**config.mk**
```make
export PLATFORM = sky130hd
export DESIGN_NAME = shift_add_datapath
export DESIGN_NICKNAME = d
export VERILOG_FILES = /design/src/rtl/shift_add_datapath.sv
export SDC_FILE = /design/constraint.sdc
export NUM_CORES = 1
export LEC_CHECK = 0
export CAP_MARGIN = 0
export CORE_AREA = 2 2 76 78
export DETAILED_ROUTE_END_ITERATION = 7
export DIE_AREA = 0 0 78 80
export GPL_TIMING_DRIVEN = 0
export PLACE_DENSITY = 0.68
export REMOVE_ABC_BUFFERS = 1
export SKIP_CTS_REPAIR_TIMING = 1
export SYNTH_ARGS = -nofsm -noshare
export SYNTH_HDL_FRONTEND = slang
export SYNTH_SLANG_ARGS = --single-unit
```
**constraint.sdc**
```tcl
create_clock -name clk -period 3.45 [get_ports clk]
set_clock_uncertainty 0.2 [all_clocks]
set_input_delay 0.5175 -clock clk [delete_from_list [all_inputs] [get_ports clk]]
set_output_delay 0.5175 -clock clk [all_outputs]
set_load 0.005 [all_outputs]
```
**src/rtl/shift_add_datapath.sv**
```systemverilog
// Radix-2 shift-add multiply-accumulate stage: result = W*B + S, one partial
// product per cnt strobe, followed by a single bias cycle and a held result.
module shift_add_datapath #(
    parameter int WIDTH  = 6,
    parameter int STEP_W = 3
) (
    input  logic                 clk,
    input  logic                 reset,
    input  logic [WIDTH-1:0]     w_in,
    input  logic [WIDTH-1:0]     b_in,
    input  logic [WIDTH-1:0]     s_in,
    input  logic                 load_w_in,
    input  logic                 cnt_in,
    output logic [2*WIDTH-1:0]   result_out,
    output logic                 busy_out,
    output logic                 done_out,
    output logic [STEP_W-1:0]    step_out,
    output logic [1:0]           state_out
);

    localparam logic [1:0] ST_IDLE = 2'd0;
    localparam logic [1:0] ST_RUN  = 2'd1;
    localparam logic [1:0] ST_BIAS = 2'd2;
    localparam logic [1:0] ST_DONE = 2'd3;

    localparam logic [STEP_W-1:0] LAST_STEP = STEP_W'(WIDTH - 1);
    localparam logic [STEP_W-1:0] STEP_ONE  = STEP_W'(1);

    logic [1:0]           state_r, state_nxt_s;
    logic [2*WIDTH-1:0]   acc_r, acc_nxt_s;
    logic [WIDTH-1:0]     w_r, w_nxt_s;
    logic [WIDTH-1:0]     b_r, b_nxt_s;
    logic [WIDTH-1:0]     s_r, s_nxt_s;
    logic [STEP_W-1:0]    step_r, step_nxt_s;
    logic                 busy_r, busy_nxt_s;
    logic                 done_r, done_nxt_s;
    logic [2*WIDTH-1:0]   pp_s;
    logic [2*WIDTH-1:0]   bias_s;

    // Partial product and bias operand, both zero-extended to accumulator width
    always_comb begin
        pp_s   = {{WIDTH{1'b0}}, w_r} << step_r;
        bias_s = {{WIDTH{1'b0}}, s_r};
    end

    // Next-state and datapath update; load beats cnt in IDLE/DONE
    always_comb begin
        state_nxt_s = state_r;
        acc_nxt_s   = acc_r;
        w_nxt_s     = w_r;
        b_nxt_s     = b_r;
        s_nxt_s     = s_r;
        step_nxt_s  = step_r;
        case (state_r)
            ST_IDLE, ST_DONE: begin
                if (load_w_in) begin
                    w_nxt_s     = w_in;
                    b_nxt_s     = b_in;
                    s_nxt_s     = s_in;
                    acc_nxt_s   = {(2*WIDTH){1'b0}};
                    step_nxt_s  = {STEP_W{1'b0}};
                    state_nxt_s = ST_RUN;
                end else begin
                    state_nxt_s = state_r;
                end
            end
            ST_RUN: begin
                if (cnt_in) begin
                    if (b_r[0]) begin
                        acc_nxt_s = acc_r + pp_s;
                    end else begin
                        acc_nxt_s = acc_r;
                    end
                    b_nxt_s    = b_r >> 1;
                    step_nxt_s = step_r + STEP_ONE;
                    if (step_r == LAST_STEP) begin
                        state_nxt_s = ST_BIAS;
                    end else begin
                        state_nxt_s = ST_RUN;
                    end
                end else begin
                    state_nxt_s = ST_RUN;
                end
            end
            ST_BIAS: begin
                acc_nxt_s   = acc_r + bias_s;
                state_nxt_s = ST_DONE;
            end
            default: begin
                state_nxt_s = ST_IDLE;
                acc_nxt_s   = {(2*WIDTH){1'b0}};
                step_nxt_s  = {STEP_W{1'b0}};
            end
        endcase
        busy_nxt_s = (state_nxt_s == ST_RUN) || (state_nxt_s == ST_BIAS);
        done_nxt_s = (state_nxt_s == ST_DONE);
    end

    // State, operand and flag registers
    always_ff @(posedge clk or negedge reset) begin
        if (!reset) begin
            state_r <= ST_IDLE;
            acc_r   <= {(2*WIDTH){1'b0}};
            w_r     <= {WIDTH{1'b0}};
            b_r     <= {WIDTH{1'b0}};
            s_r     <= {WIDTH{1'b0}};
            step_r  <= {STEP_W{1'b0}};
            busy_r  <= 1'b0;
            done_r  <= 1'b0;
        end else begin
            state_r <= state_nxt_s;
            acc_r   <= acc_nxt_s;
            w_r     <= w_nxt_s;
            b_r     <= b_nxt_s;
            s_r     <= s_nxt_s;
            step_r  <= step_nxt_s;
            busy_r  <= busy_nxt_s;
            done_r  <= done_nxt_s;
        end
    end

    assign result_out = acc_r;
    assign step_out   = step_r;
    assign state_out  = state_r;
    assign busy_out   = busy_r;
    assign done_out   = done_r;

endmodule

```
# Word level (Yosys, flattened, before mapping)

Cells that the tools add are included.

Bits in registers: 37
Output and inout port bits: 19
Word-level logic and storage cells: 43

Add/sub/neg operators: 3
Eq/ne operators: 10
Shifts and indexed selects: 1
Multiplexer cells: 14
Reductions and logical operators: 7

Operators with widths:

| kind                                                | count |
|---|---|
| 2-to-1 mux 12 bit                                   | 3 |
| one-hot mux 12 bit (3 select lines)                 | 1 |
| adder 12 bit                                        | 1 |
| adder 12 x 6 -> 12 bit                              | 1 |
| 2-to-1 mux 6 bit                                    | 2 |
| one-hot mux 6 bit (2 select lines)                  | 1 |
| left shift 6 x 3 -> 12 bit                          | 1 |
| equality test 2 bit, second input constant          | 4 |
| 2-to-1 mux 2 bit                                    | 3 |
| 2-to-1 mux 3 bit                                    | 2 |
| != test 2 bit, second input constant                | 3 |
| one-hot mux 2 bit (3 select lines)                  | 1 |
| one-hot mux 3 bit (2 select lines)                  | 1 |
| AND reduction 3 bit                                 | 2 |
| equality test 2 x 1 -> 1 bit, second input constant | 2 |
| adder 3 x 1 -> 3 bit, second input constant         | 1 |
| equality test 3 bit, second input constant          | 1 |
| logical NOT 2 bit                                   | 1 |
| AND reduction 2 bit                                 | 1 |
| nonzero test 2 bit                                  | 1 |
| OR reduction 2 bit                                  | 1 |
| logical OR 1 bit                                    | 1 |

# Depth between registers and ports, before layout

Gate-level depths: netlist of run 1.

Depth in word-level cells: 6
Gate-level depth with buffers: 12
Gate-level depth less buffers: 12

# Worst setup path before layout of run 1

OpenSTA, ideal clock, no wires.

Path type: register to register
Start point: register step_r[0], in the netlist step_out[0]
End point: register acc_r[11], in the netlist result_out[11]
Setup time: 0.087 ns
Arrival time: 2.562 ns
Data required time: 3.163 ns
Setup slack: 0.602 ns
Stages on the path, launching flop included: 13
Path buffers: 2
Cell sequence: dfrtp_1 buf_6 clkbuf_1 nand3_1 o21ai_0 nor2_1 a211oi_1 ha_1 a21oi_1 o21ai_0 a21o_1 a2111o_1 o211ai_1

Word-level cells in the longest chain between the ends: 5

Ends and longest elaborated chain:

| element                             | RTL line | source |
|---|---|---|
| start, declared                     | 34       | `logic [STEP_W-1:0] step_r, step_nxt_s;` |
| start signal, assigned              | 107      | `step_r <= {STEP_W{1'b0}};` |
| start signal, assigned              | 116      | `step_r <= step_nxt_s;` |
| left shift 6 x 3 -> 12 bit          | 42       | `pp_s = {{WIDTH{1'b0}}, w_r} << step_r;` |
| adder 12 bit                        | 70       | `acc_nxt_s = acc_r + pp_s;` |
| 2-to-1 mux 12 bit                   | 69       | `if (b_r[0]) begin` |
| 2-to-1 mux 12 bit                   | 68       | `if (cnt_in) begin` |
| one-hot mux 12 bit (3 select lines) | 54       | `case (state_r)` |
| end signal, assigned                | 103      | `acc_r <= {(2*WIDTH){1'b0}};` |
| end signal, assigned                | 112      | `acc_r <= acc_nxt_s;` |
| end, declared                       | 30       | `logic [2*WIDTH-1:0] acc_r, acc_nxt_s;` |

No other way between the ends. The select of a mux whose other input is x is not followed.
A chain may end at the register's enable or synchronous reset.

# Worst setup path in the final report of run 1

Start point: register step_r[0], in the netlist step_out[0]
End point: register acc_r[9], in the netlist result_out[9]

The elaborated chain is that of the path after synthesis.

==> results_dict.tcl, run 1 <==
set metrics [dict create \
    ioPinCount 41 \
    critPathRequiredTime_ns 3.42 \
    switchingPower_w 0.00127 \
    antenna_cells 0 \
    outcome "finished clean" \
    placed_cell_area_sq_um 2790 \
    fill_cells 521 \
    drive_above_1_share 0.101 \
    coreArea_sq_um 5410 \
    syn_avg_cell_area_sq_um 9.84 \
    cpMostUsedCell "mux2i_1" \
    vias 1856 \
    arrival_ns 3.21 \
    place_inst 341 \
    initial_core_util 0.437 \
    slew_viol_final 0 \
    cts_root_buf "clkbuf_8" \
    drv_cap 0 \
    synth.cell_area_sq_um 2360 \
    tns_ns 0 \
    hold_path.class "in2async" \
    combPwrFrac 0.612 \
    grt.total_usage 0.164 \
    final_nets 315 \
    drt_iter0_markers 79 \
    gp_congestion 0.823 \
    vias_per_cell 5.33 \
    grt_pass1_wl_um 8180 \
    relSlewSlack 0.400 \
    endpoint_kind "flop" \
    hold_violations 0 \
    yosysSeqAreaShare 0.392 \
    power_leakage_nw 1.23 \
    wl_per_cell_um 13.8 \
    grt_pass1_vias 1803 \
    cp-start-kind "flop" \
    htree_levels 2 \
    r2r_cells 9 \
    ys.flop_type "dfrtp_1" \
    chipWidth_um 78 \
    clk_latency_ns 0.28 \
    clk_pin_slew_ns 0.07 \
    period_share 0.939 \
    ys_warn_count 0 \
    cts_buffers 5 \
    final_cell_mix "39 x clkdlybuf4s50_1, 36 x dfrtp_1, 21 x a21oi_1" \
    die_h_um 80 \
    cp_cell_sequence "mux2i_1 > mux2i_1 > o21ai_0 > ha_1 > a21o_1 > a31oi_1 > a211oi_1 > or3_1 > a32o_1" \
    portBuffers 40 \
    fin_crit_ns 3.24 \
    dp_slack_ns 0.225 \
    regToRegSetupSlack_ns 0.21 \
    post-dp-hpwl_um 3660 \
    syn-instance-count 240 \
    grt.overflow.total 0 \
    synthToLayoutAreaGrowth_pct 22.0 \
    synth_top_area_share 0.392 \
    postRouteAntennaNets 0 \
    drt_first_pass_iters 4 \
    instances_no_fill 348 \
    synth_edf_count 0 \
    rsz0062_at_grt "false" \
    synth_cell_type_count 47 \
    setup_viol 0 \
    grt_max_degree 38 \
    p_seq_frac 0.288 \
    p_int_w 0.00170 \
    route.detailed.drc 0 \
    clockBufferDepth 2 \
    antenna_found_initial 0 \
    r2r-end "result_out[9]" \
    yosys.area.top_type "dfrtp_1" \
    postSynth.asyncResetShare 1.00 \
    max_freq_mhz 309 \
    switching_share 0.427 \
    critPathMaxStageDelay_ns 0.74 \
    max-vdd-ir-drop_v 0.000504 \
    ys_ff_latch 37 \
    layout_commonest_cell "clkdlybuf4s50_1" \
    power_frac_clock 0.100 \
    rows 27 \
    worstSetupPathType "reg2reg" \
    power_density_nw_per_um2 1030 \
    postRouteWirelength_um 4790 \
    r2r_start "step_out[0]" \
    clock_sinks 37 \
    synthTopCellsByArea "dfrtp_1 39%, ha_1 8.5%, mux2_2 7.2%, mux2i_1 5.5%, a21oi_1 4.5%" \
    stdcell_area_sq_um 2880 \
    worstMarginPinSlew_ns 0.901 \
    worst_slack_ns 0.209 \
    crit_fanout 19 \
    cts_tree "built" \
    die-area_sq_um 6240 \
    crit_path_top_delay_cell "dfrtp_1" \
]
## state kept, by name, indices dropped and copies added, names as in the netlist
name,cells
busy_out,1
w_r,6
done_out,1
b_r,6
state_out,2
result_out,12
step_out,3
s_r,6
## worst max path at each step
stage	cells past startpoint	slack [ns]	endpoint	startpoint
final	9	0.21	result_out[9]	step_out[0]
after global routing	9	0.004	result_out[7]	step_out[0]
after CTS	9	0.21	result_out[9]	step_out[0]
after global placement	10	0.20	result_out[9]	step_out[1]
after detailed placement	9	0.22	result_out[9]	step_out[0]
after floorplan	10	0.62	result_out[9]	step_out[1]
## through the flow
| step | util | hold WS, ns | power, W |
|---|---|---|---|
| 5_1_grt | 0.533 | 0.199 | 0.00325 |
| 6_report | 0.533 | 0.130 | 0.00296 |
| 2_1_floorplan | - | 0.0219 | 0.00215 |
| 3_5_place_dp | 0.516 | 0.301 | 0.00268 |
| 3_3_place_gp | 0.517 | 0.294 | 0.00263 |
| 4_1_cts | 0.532 | 0.162 | 0.00298 |
## power groups by stage
stage / Combinational, W / Clock (W) / Sequential [W]
after floorplan: 0.00133 / 0 / 0.000817
after global placement: 0.00178 / 0 / 0.000854
after detailed placement: 0.00182 / 0 / 0.000861
after CTS: 0.00182 / 0.000308 / 0.000852
after global routing: 0.00204 / 0.000330 / 0.000886
final: 0.00181 / 0.000295 / 0.000853
## Yosys cell counts, types with 2 or more instances
library cell / count
or3_1: 5
mux2i_1: 13
nor3_1: 3
mux2_2: 15
nor2_1: 21
inv_1: 9
a211oi_1: 5
xnor2_1: 5
dfrtp_1: 37
o211ai_1: 2
clkbuf_1: 5
nand2_1: 19
buf_2: 3
a21oi_1: 21
a22o_1: 10
nand4b_1: 2
nor2b_1: 5
a21o_1: 2
o21ai_0: 12
ha_1: 16
nand3_1: 3
a32o_1: 2
## kinds of logic after synthesis
| logic type | Yosys count | synth area share |
|---|---|---|
| multiplexers | 29 | 0.132 |
| flip-flops | 37 | 0.392 |
| XOR/XNOR | 6 | 0.0223 |
| buffers and inverters | 21 | 0.0397 |
| AND/OR/NAND/NOR | 65 | 0.134 |
| AO/OA/AOI/OAI | 65 | 0.187 |
| adder cells (fa/ha/maj) | 17 | 0.0933 |
## area by class of cell
| type | count | area (sq um) | area share |
|---|---|---|---|
| repair buffers | 40 | 395 | 0.137 |
| flip-flops and latches | 37 | 927 | 0.322 |
| clock buffers | 7 | 86.3 | 0.0300 |
| multi-input cells | 182 | 1340 | 0.467 |
| inverters | 10 | 37.5 | 0.0130 |
| well taps | 72 | 90.1 | 0.0313 |
## critical path, delay by kind of cell, from the launching register on
kind | cells | cell delay [ns]
AO/OA/AOI/OAI | 5 | 1.10
adder cells (fa/ha/maj) | 1 | 0.35
flip-flops | 1 | 0.74
multiplexers | 2 | 0.41
AND/OR/NAND/NOR | 1 | 0.32
## routing by layer
metal | wire (um) | GRT usage | part of all wire | vias up
met1 | 2230 | 0.219 | 0.47 | 870
met3 | 204 | 0.0339 | 0.043 | 5
met2 | 2300 | 0.270 | 0.48 | 39
li1 | - | - | - | 942
met4 | 59 | 0.0474 | 0.012 | 0
met5 | 0 | 0 | 0 | -
Note: power is estimated with default switching activity, not from simulation.
==> run 2: changes to the inputs <==
--- a/config.mk
+++ b/config.mk
@@ -6,11 +6,10 @@
 export NUM_CORES = 1
 export LEC_CHECK = 0
 export CAP_MARGIN = 0
-export CORE_AREA = 2 2 76 78
+export CORE_AREA = 2 2 86 88
 export DETAILED_ROUTE_END_ITERATION = 7
-export DIE_AREA = 0 0 78 80
+export DIE_AREA = 0 0 88 90
 export GPL_TIMING_DRIVEN = 0
-export PLACE_DENSITY = 0.68
 export REMOVE_ABC_BUFFERS = 1
 export SKIP_CTS_REPAIR_TIMING = 1
 export SYNTH_ARGS = -nofsm -noshare
==> run 2 against run 1 <==
Cell area grew 2.4%. Total power up 3.9%. Combinational power hardly changed.
==> results_dict.tcl, run 2 (synthesis gave the netlist of run 1 again) <==
set metrics [dict create \
    power_density_nw_per_um2 1040 \
    cp-start-kind "flop" \
    cts_tree "built" \
    grt_max_degree 38 \
    final_nets 315 \
    ioPinCount 41 \
    hold_violations 0 \
    postRouteWirelength_um 5020 \
    crit_fanout 15 \
    clk_latency_ns 0.29 \
    post-dp-hpwl_um 3740 \
    placed_cell_area_sq_um 2820 \
    relSlewSlack 0.406 \
    initial_core_util 0.336 \
    drt_first_pass_iters 4 \
    gp_congestion 0.779 \
    worstSetupPathType "reg2reg" \
    outcome "finished clean" \
    htree_levels 2 \
    grt.total_usage 0.135 \
    drv_cap 0 \
    synthToLayoutAreaGrowth_pct 24.9 \
    chipWidth_um 88 \
    final_cell_mix "39 x clkdlybuf4s50_1, 35 x dfrtp_1, 21 x a21oi_1" \
    arrival_ns 3.15 \
    multi_input_area_sq_um 1340 \
    max_freq_mhz 315 \
    route.met3.wl_um 199 \
    die-area_sq_um 7920 \
    period_share 0.921 \
    tns_ns 0 \
    vias_per_cell 5.06 \
    wl_met2_um 2300 \
    hold_path.class "in2async" \
    stdcell_area_sq_um 2950 \
    power_leakage_nw 1.25 \
    critPathRequiredTime_ns 3.43 \
    max-vdd-ir-drop_v 0.000363 \
    regArea_sq_um 928 \
    grt_pass1_wl_um 8530 \
    grt.overflow.total 0 \
    largest_reg_flops 12 \
    fill_cells 697 \
    rows 31 \
    clockBufferDepth 2 \
    wl_met1_um 2450 \
    worstMarginPinSlew_ns 0.890 \
    vias 1904 \
    endpoint_kind "flop" \
    topRoutingLayerUsed "met4" \
    clock_sinks 37 \
    postRouteAntennaNets 0 \
    cts_root_buf "clkbuf_8" \
    setup_viol 0 \
    antenna_found_initial 0 \
    cts_buffers 5 \
    route.detailed.drc 0 \
    layout_commonest_cell "clkdlybuf4s50_1" \
    drt_iter0_markers 63 \
    coreArea_sq_um 7020 \
    die_h_um 90 \
    rsz0062_at_grt "false" \
    portBuffers 40 \
    fin_crit_ns 3.18 \
    wl_per_cell_um 13.4 \
    slew_viol_final 0 \
    drive_above_1_share 0.112 \
    antenna_cells 0 \
    clk_pin_slew_ns 0.08 \
    grt_pass1_vias 1800 \
]
[run 2: metal layers]
metal  track usage  up-vias
met3        0.0294        6
li1              -      955
met4        0.0397        0
met2         0.209       36
met5             0        -
met1         0.187      907
[run 2: power breakdown]
| part | internal [W] | switching [W] |
|---|---|---|
| Clock | 0.000235 | 0.000160 |
| Combinational | 0.000898 | 0.000930 |
| Sequential | 0.000642 | 0.000212 |
[run 2: layout make-up]
cell class                      count  area share
Clock buffer                        6      0.0280
Clock inverter                      2      0.0127
Tap cell                           99      0.0420
Sequential cell                    37       0.315
Inverter                           10      0.0127
Timing Repair Buffer               40       0.134
Multi-Input combinational cell    182       0.456
[run 2: path summary, 6_finish.rpt]
check	to	depth (start not counted)	start	slack, ns
min reg2reg	s_r[0]	1	s_r[0]	0.32
min	s_r[4]	1	reset	0.13
max	result_out[10]	12	state_out[0]	0.27
max reg2reg	result_out[10]	12	state_out[0]	0.27
max in group asynchronous	step_out[1]	1	reset	2.34
min in group clk	s_r[0]	1	s_r[0]	0.32
[run 2: through the flow]
stage	setup slack [ns]	power, W	std cells	hold slack [ns]	utilization
2_1_floorplan	0.617	0.00215	229	0.0219	-
3_3_place_gp	0.193	0.00265	368	0.299	0.403
3_5_place_dp	0.188	0.00269	368	0.301	0.402
4_1_cts	0.149	0.00310	376	0.163	0.419
5_1_grt	0.0544	0.00337	376	0.208	0.420
6_report	0.273	0.00308	376	0.130	0.420
[run 2: worst max-delay path, cell delays in order, from the launching register on]
cell and delay (ns):
dfrtp_1 0.39, inv_1 0.06, ha_1 0.36, nor2_2 0.22
a22o_1 0.16, ha_1 0.17, inv_1 0.06, fa_1 0.37
nor2b_1 0.26, o2111ai_1 0.20, a21oi_1 0.25, o21ai_0 0.10
a32o_1 0.26
==> run 3: changes to the inputs <==
--- a/config.mk
+++ b/config.mk
@@ -7,9 +7,12 @@
 export LEC_CHECK = 0
 export CAP_MARGIN = 0
 export CORE_AREA = 2 2 86 88
+export CTS_BUF_LIST = sky130_fd_sc_hd__clkbuf_4
 export DETAILED_ROUTE_END_ITERATION = 7
 export DIE_AREA = 0 0 88 90
+export DONT_BUFFER_PORTS = 1
 export GPL_TIMING_DRIVEN = 0
+export PLACE_DENSITY_LB_ADDON = 0.05
 export REMOVE_ABC_BUFFERS = 1
 export SKIP_CTS_REPAIR_TIMING = 1
 export SYNTH_ARGS = -nofsm -noshare
==> run 3 against run 2 <==
Global-route usage grew 1.2 points. Critical path depth shrank 2. Sequential cell count is the same. Worst hold slack lost 0.021 ns. Total power shrank 10%. Non-clock buffer count shrank 38. Core utilization shrank 6.1 points. Sequential power grew 2.8%. Sequential share of layout area grew 5.3 points. Count of clock-buffer cells in the layout shrank 1. Register-to-register slack lost 0.04 ns. Combinational power shrank 9.8%. Largest cell class unchanged. Highest routed layer unchanged.
==> results_dict.tcl, run 3 (synthesis gave the netlist of run 1 again) <==
set metrics [dict create \
    outcome "finished clean" \
    rsz0062_at_grt "false" \
    antenna_cells 0 \
    clockBufferDepth 2 \
    grt_pass1_wl_um 9050 \
    clock_sinks 37 \
    postRouteAntennaNets 0 \
    cts_root_buf "clkbuf_4" \
    place_inst 328 \
    power_leakage_nw 1.08 \
    grt.overflow.total 0 \
    vias_per_cell 5.15 \
    route.detailed.drc 0 \
    hold_path.class "in2reg" \
    drt_first_pass_iters 4 \
    grt_max_degree 38 \
    grt_pass1_vias 1755 \
    slew_viol_final 0 \
    rows 31 \
    drive_above_1_share 0.121 \
    fin_crit_ns 3.22 \
    grt.total_usage 0.147 \
    largest_reg_flops 12 \
    vias 1742 \
    synthToLayoutAreaGrowth_pct 6.78 \
    max_freq_mhz 310 \
    cts_buffers 5 \
    gp_congestion 0.747 \
    clk_latency_ns 0.35 \
    layout_commonest_cell "dfrtp_1" \
    multi_input_area_sq_um 1340 \
    power_density_nw_per_um2 1090 \
    cp-start-kind "flop" \
    hold_violations 0 \
    period_share 0.934 \
    final_cell_mix "35 x dfrtp_1, 21 x a21oi_1, 20 x nor2_1" \
    chipWidth_um 88 \
    portBuffers 0 \
    htree_levels 2 \
    coreArea_sq_um 7020 \
    clk_pin_slew_ns 0.13 \
    final_nets 277 \
    wl_per_cell_um 16.1 \
    die-area_sq_um 7920 \
    fill_cells 727 \
    post-dp-hpwl_um 4000 \
    drt_iter0_markers 45 \
    postRouteWirelength_um 5440 \
    worstSetupPathType "reg2reg" \
    holdPathStages 1 \
    worstMarginPinSlew_ns 0.861 \
    instances_no_fill 338 \
    setup_viol 0 \
    crit_fanout 12 \
    cts_tree "built" \
    critPathRequiredTime_ns 3.51 \
    initial_core_util 0.336 \
    antenna_found_initial 0 \
    ioPinCount 41 \
    relSlewSlack 0.426 \
    r2r_cells 10 \
    drv_cap 0 \
    endpoint_kind "flop" \
    arrival_ns 3.28 \
    max-vdd-ir-drop_v 0.000314 \
    tns_ns 0 \
    die_h_um 90 \
    regArea_sq_um 928 \
]
run 3: power by group:
part | switching [W] | internal (W) | total [W]
combinational | 0.000904 | 0.000744 | 0.00165
sequential | 0.000237 | 0.000640 | 0.000878
clock | 0.000157 | 0.0000739 | 0.000231
run 3: path summary, 6_finish.rpt:
| kind | start | endpoint | slack (ns) |
|---|---|---|---|
| min | w_in[4] | w_r[4] | 0.11 |
| max in group asynchronous | reset | step_out[0] | 2.40 |
| max reg2reg | step_out[1] | result_out[9] | 0.23 |
| min reg2reg | s_r[3] | s_r[3] | 0.33 |
| min in group asynchronous | reset | result_out[8] | 0.43 |
| max | step_out[1] | result_out[9] | 0.23 |
run 3: critical path, stage by stage (launching register included):
cell and delay, ns:
dfrtp_2 0.57, mux2i_1 0.34, mux2i_1 0.17, mux2i_1 0.14
o21ai_0 0.14, ha_1 0.40, a21o_1 0.20, a31oi_1 0.26
a211oi_1 0.14, or3_1 0.32, a32o_1 0.25
run 3: cell type report:
| class | count | share of cell area |
|---|---|---|
| inverters | 10 | 0.0149 |
| multi-input cells | 182 | 0.533 |
| clock inverters | 3 | 0.00496 |
| clock buffers | 5 | 0.0149 |
| flip-flops and latches | 37 | 0.368 |
| repair buffers | 2 | 0.0149 |
| well taps | 99 | 0.0491 |
run 3: layer usage:
| layer | track usage | vias up | routed length (um) |
|---|---|---|---|
| met5 | 0 | - | 0 |
| met4 | 0.0385 | 0 | 56 |
| met3 | 0.0413 | 5 | 285 |
| met2 | 0.225 | 38 | 2470 |
| met1 | 0.202 | 824 | 2630 |
| li1 | - | 875 | - |
run 3: metrics by stage:
step	hold slack, ns	cell area [sq um]	utilization	total power (W)	worst slack, ns
floorplan	0.0219	2300	-	0.00215	0.617
global placement	0.0233	2430	0.346	0.00253	0.0406
detailed placement	0.0233	2430	0.346	0.00254	0.0657
CTS	-0.373	2480	0.353	0.00278	0.0415
global route	0.0806	2520	0.359	0.00305	0.0223
finish	0.109	2520	0.359	0.00276	0.228
